===== src/rtl/irq_pkg.sv =====
// rtl/irq_pkg.sv - shared encodings and register offsets for the interrupt arbiter
package irq_pkg;

  typedef enum logic [1:0] {
    IDLE    = 2'd0,
    REQ     = 2'd1,
    SERVICE = 2'd2
  } irq_state_e;

  localparam logic [3:0]  PEND_OFS = 4'd0;
  localparam logic [3:0]  MASK_OFS = 4'd4;
  localparam logic [3:0]  ID_OFS   = 4'd8;
  localparam logic [31:0] NO_ID    = 32'hFFFF_FFFF;

endpackage


===== src/rtl/irq_arbiter_priority_encoder.sv =====
// rtl/irq_arbiter_priority_encoder.sv - lowest-index-wins encoder over the eligible sources
module priority_encoder #(
  parameter int NUM_SRC = 4
) (
  input  logic [NUM_SRC-1:0] req,
  output logic [3:0]         idx,
  output logic               valid
);

  // Scanning downward lets the lowest set index overwrite any higher one.
  always_comb begin
    idx = 4'd0;
    for (int i = NUM_SRC - 1; i >= 0; i--) begin
      if (req[i]) idx = 4'(i);
    end
  end

  assign valid = |req;

endmodule


===== src/rtl/irq_arbiter.sv =====
// rtl/irq_arbiter.sv - edge-latched, masked, fixed-priority interrupt arbiter feeding cp0
module irq_arbiter
  import irq_pkg::*;
#(
  parameter int          NUM_SRC   = 4,
  parameter logic [31:0] BASE_ADDR = 32'hFFFF_0080
) (
  input  logic               clk,
  input  logic               reset,
  input  logic [NUM_SRC-1:0] irq_src,
  input  logic [31:0]        address,
  input  logic [31:0]        wr_data,
  input  logic               MemRead,
  input  logic               MemWrite,
  input  logic               eret,
  input  logic               int_taken,
  output logic               io_hit,
  output logic [31:0]        rd_data,
  output logic               int_req,
  output logic [3:0]         irq_id,
  output logic               in_service
);

  irq_state_e         state_q, state_d;
  logic [NUM_SRC-1:0] prev_src_q, prev_src_d;
  logic [NUM_SRC-1:0] pending_q, pending_d;
  logic [NUM_SRC-1:0] mask_q, mask_d;
  logic [3:0]         irq_id_q, irq_id_d;

  logic [NUM_SRC-1:0] eligible;
  logic [3:0]         winner;
  logic               winner_valid;
  logic               wr_pend, wr_mask;
  logic               unused_ok;

  assign io_hit  = (address[31:4] == BASE_ADDR[31:4]) && (address[3:2] != 2'b11);
  assign wr_pend = io_hit && MemWrite && (address[3:2] == PEND_OFS[3:2]);
  assign wr_mask = io_hit && MemWrite && (address[3:2] == MASK_OFS[3:2]);
  assign unused_ok = ^{address[1:0], wr_data};

  assign eligible = pending_q & mask_q;

  priority_encoder #(.NUM_SRC(NUM_SRC)) u_prio (
    .req   (eligible),
    .idx   (winner),
    .valid (winner_valid)
  );

  always_comb begin
    rd_data = 32'd0;
    if (io_hit && MemRead) begin
      case (address[3:2])
        PEND_OFS[3:2]: rd_data = 32'(pending_q);
        MASK_OFS[3:2]: rd_data = 32'(mask_q);
        ID_OFS[3:2]:   rd_data = (state_q == SERVICE) ? {28'd0, irq_id_q} : NO_ID;
        default:       rd_data = 32'd0;
      endcase
    end
  end

  always_comb begin
    prev_src_d = irq_src;
    // A fresh edge is ORed in after the W1C so set beats clear.
    pending_d  = (pending_q & ~(wr_pend ? wr_data[NUM_SRC-1:0] : '0)) | (irq_src & ~prev_src_q);
    mask_d     = wr_mask ? wr_data[NUM_SRC-1:0] : mask_q;
    state_d    = state_q;
    irq_id_d   = irq_id_q;
    case (state_q)
      IDLE: begin
        if (winner_valid) state_d = REQ;
      end
      REQ: begin
        if (int_taken) begin
          state_d  = SERVICE;
          irq_id_d = winner;
        end else if (!winner_valid) begin
          state_d = IDLE;
        end
      end
      SERVICE: begin
        if (eret) state_d = IDLE;
      end
      default: state_d = IDLE;
    endcase
  end

  always_ff @(posedge clk or negedge reset) begin
    if (!reset) begin
      state_q    <= IDLE;
      prev_src_q <= '0;
      pending_q  <= '0;
      mask_q     <= '0;
      irq_id_q   <= 4'd0;
    end else begin
      state_q    <= state_d;
      prev_src_q <= prev_src_d;
      pending_q  <= pending_d;
      mask_q     <= mask_d;
      irq_id_q   <= irq_id_d;
    end
  end

  assign int_req    = (state_q == REQ);
  assign in_service = (state_q == SERVICE);
  assign irq_id     = irq_id_q;

endmodule

===== config.mk =====
export PLATFORM = sky130hd
export DESIGN_NAME = irq_arbiter
export DESIGN_NICKNAME = d
export VERILOG_FILES = /design/src/rtl/irq_pkg.sv /design/src/rtl/irq_arbiter_priority_encoder.sv /design/src/rtl/irq_arbiter.sv
export SDC_FILE = /design/constraint.sdc
export NUM_CORES = 1
export LEC_CHECK = 0
export ABC_AREA = 1
export BUFFER_PORTS_ARGS = -buffer_cell sky130_fd_sc_hd__buf_4
export CELL_PAD_IN_SITES_DETAIL_PLACEMENT = 0
export CELL_PAD_IN_SITES_GLOBAL_PLACEMENT = 2
export CORE_MARGIN = 2
export CORE_UTILIZATION = 17
export DETAILED_ROUTE_END_ITERATION = 16
export GPL_TIMING_DRIVEN = 0
export PLACE_DENSITY = 0.88
export REMOVE_ABC_BUFFERS = 1
export SLEW_MARGIN = 15
export SYNTH_ARGS = -nofsm -noshare
export SYNTH_HDL_FRONTEND = slang
export SYNTH_SLANG_ARGS = --single-unit

===== constraint.sdc =====
create_clock -name clk -period 7.4 [get_ports clk]
set_input_delay 1.48 -clock clk [delete_from_list [all_inputs] [get_ports clk]]
set_output_delay 1.48 -clock clk [all_outputs]
set_load 0.01 [all_outputs]

==> impl_results.md <==
- Status: finished, final reports clean
- Total length of routed met2 wires: 1438 um
- Leak: 0.9569 nW
- Crit Path Max Fanout: 28
- Fraction of the mapped netlist area in compound gates: 6.674%
- Synthesis-to-finish area growth: 48.05%
- Drt drc: 0
- Fin. Hold Viols: 0
- Synth cell types: 17
- CP Launch Type: primary input
- Fin. max-slew vios: 0
- Placed insts: 288
- CTS buffer count: 3
- Cells after Synth: 159
- Largest net degree at the start of global routing: 29
- Initial antenna violation count: 0
- CTS tree: built
- Worst Clk Skew: 0.001586 ns
- Leading cell type in the layout, fill and taps excluded: buf_4
- H-tree depth: 1
- GP Congestion: 0.7462
- Post-synthesis mux area share: 0%
- Die Y: 85.34 um
- GR Overflow Total: 0
- Share of cells above drive strength 1: 41.86%
- Core area: 0.006386 mm2
- DP Wirelength: 2464 um
- Seq/Total Area, Yosys: 35.60%
- Die W: 85.34 um
- Met1 wire length: 1323 um
- Routed wire length: 3019 um
- Worst hold path type: reg -> reg
- Clock share of power: 39.8%
- Comb power frac: 14.6%
- Worst-path clk slew: 0.06 ns
- #FFs+latches synth: 16
- Internal power: 152.6 uW
- CP top delay family: simple AND/OR/NAND/NOR gates
- CP max stage delay: 0.71 ns
- Pwr Density: 117.1 mW/mm2
- Slowest cell on the critical path: nor2_2
- Fin cells: 292
- Vias in the first global route: 932
- Die area: 0.007283 mm2
- Vias: 1,045
- Final Critical Period: 4.777 ns
- Placed cell area: 0.001610 mm2
- Setup bufs post-CTS: 0
- Met3 wire length: 258 um
- Largest family of logic cells by synthesized area: simple AND/OR/NAND/NOR gates
- Wire length of the first global-routing pass: 4464 um
- Max-Slew Margin vs Limit: 39.54%
- Adder-Cell Fraction of Synth Area: 0%
- Period utilization: 64.55%
- CTS Buffer Depth: 2
- DR vias/cell: 3.579
- Syn Area/Cell: 7.074 um2
- Buf/Inv on CP: 2
- Synth Area in Simple Gates: 30.70%
- Maxcap violations: 0
- Max Clk Rate: 209.3 MHz
- Cell Area, Synth: 0.001125 mm2
- XOR/XNOR Fraction of Synth Area: 0%
- Wire per inst: 10.34 um
- Final setup vio count: 0
- Crit Path Class: in -> out
- CP required: 5.92 ns
- RSZ-0062 raised after global routing: false
- CTS Sinks: 16
- Hold slack: 0.4693 ns
- Design area: 0.001665 mm2
- Total GRT Usage: 7.579%
- Remaining antenna violation count after routing: 0
- Top layer in use: met3
- Worst-Skew Late Latency: 0.25 ns
- VDD IR-drop max: 0.06366 mV
- CTS-repair resized insts: 0
- Post-CTS Hold Buffers: 0
- Worst path cell trace: buf_4, nor2_1, nand2_1, nor2_1, nand2_2, nor2_8, nand2_2, nor2_2, buf_4
- Slew at the pin with the worst max-slew slack: 0.9059 ns
- Rows: 29
- CP arrival: 3.30 ns
- Fin nets: 290
- Port bufs: 80
- Setup TNS: 0 ns
- Sequential share of power: 45.5%
- Initial Util: 17.61%
- Root Driver: clkbuf_8
- Boundary Pins: 113
- Yosys warning total: 0
- CP Capture Type: primary output
- Switching Fraction: 21.75%
- N_diodes: 0
- Most frequent cells in the layout: 80 x buf_4, 49 x nand2_1, 22 x inv_1
- Net Switching: 42.44 uW
- Drt pass-1 iters: 4
- DRC marker count from the first detailed-route iteration: 13
[per-layer routing]
layer,vias to the layer above,GRT usage [%]
met5,-,0
met4,0,1.299
met3,0,1.654
met2,41,13.14
met1,433,9.769
li1,571,-
[power groups by stage]
stage / clock network, mW / logic [mW] / registers, mW
after floorplan: 0 / 0.00693 / 0.0904
after CTS: 0.0801 / 0.0291 / 0.0888
after global placement: 0 / 0.0288 / 0.0904
final: 0.0777 / 0.0286 / 0.0888
after global routing: 0.0832 / 0.0318 / 0.0888
after detailed placement: 0 / 0.0290 / 0.0905
[registers in the layout, indices dropped and copies added (netlist names)]
name,count
irq_id,2
pending_q,4
mask_q,4
state_q,2
prev_src_q,4
[cell families (layout without fill, tap and decap cells)]
| logic type | Yosys count | after routing |
|---|---|---|
| AOI/OAI and AO/OA | 13 | 13 |
| buffers and inverters | 51 | 106 |
| DFF | 16 | 16 |
| other | 1 | 2 |
| and+or+nand+nor | 78 | 78 |
[layout make-up]
type	count	area [um2]
repair buffers	80	600.6
flip-flops and latches	16	400.4
fillers	727	4721
clock buffers	4	55.05
well taps	77	96.34
inverters	22	82.58
multi-input cells	93	430.4
[metrics by stage]
step           setup WS [ns]  power [mW]  util, %
3_5_place_dp           2.589      0.1195    25.22
4_1_cts                2.577      0.1980    26.08
5_1_grt                2.360      0.2038    26.08
6_report               2.623      0.1951    26.08
3_3_place_gp           2.191      0.1192    25.18
2_1_floorplan         0.3806     0.09735        -
[cell usage after synthesis]
library cell,instances,area share (%)
nor2_8,1,1.8
a31oi_1,3,1.7
nor2_1,17,5.7
nand4_1,5,2.8
a221oi_1,1,0.78
inv_1,22,7.3
buf_4,29,19
nand2_1,49,16
nor2_2,1,0.56
conb_1,1,0.33
o21ai_1,4,1.8
o21ai_0,4,1.8
a211oi_1,1,0.67
nand3_1,2,0.89
dfrtp_1,16,36
nand3_4,1,1.6
nand2_2,2,1.1
[path summary, 6_finish.rpt]
| path | from | end | slack, ns | depth (start not counted) |
|---|---|---|---|---|
| max | address[15] | rd_data[13] | 2.62 | 9 |
| min | state_q[1]$_DFFE_PN0P_ | state_q[0]$_DFFE_PN0P_ | 0.47 | 1 |
| max reg2reg | state_q[1]$_DFFE_PN0P_ | irq_id[1]$_DFFE_PN0P_ | 6.40 | 5 |
| min reg2reg | state_q[1]$_DFFE_PN0P_ | state_q[0]$_DFFE_PN0P_ | 0.47 | 1 |
| max in group asynchronous | reset | state_q[1]$_DFFE_PN0P_ | 6.13 | 1 |
| min in group asynchronous | reset | prev_src_q[0]$_DFF_PN0_ | 1.08 | 1 |
(Power assumes the default switching activity.)
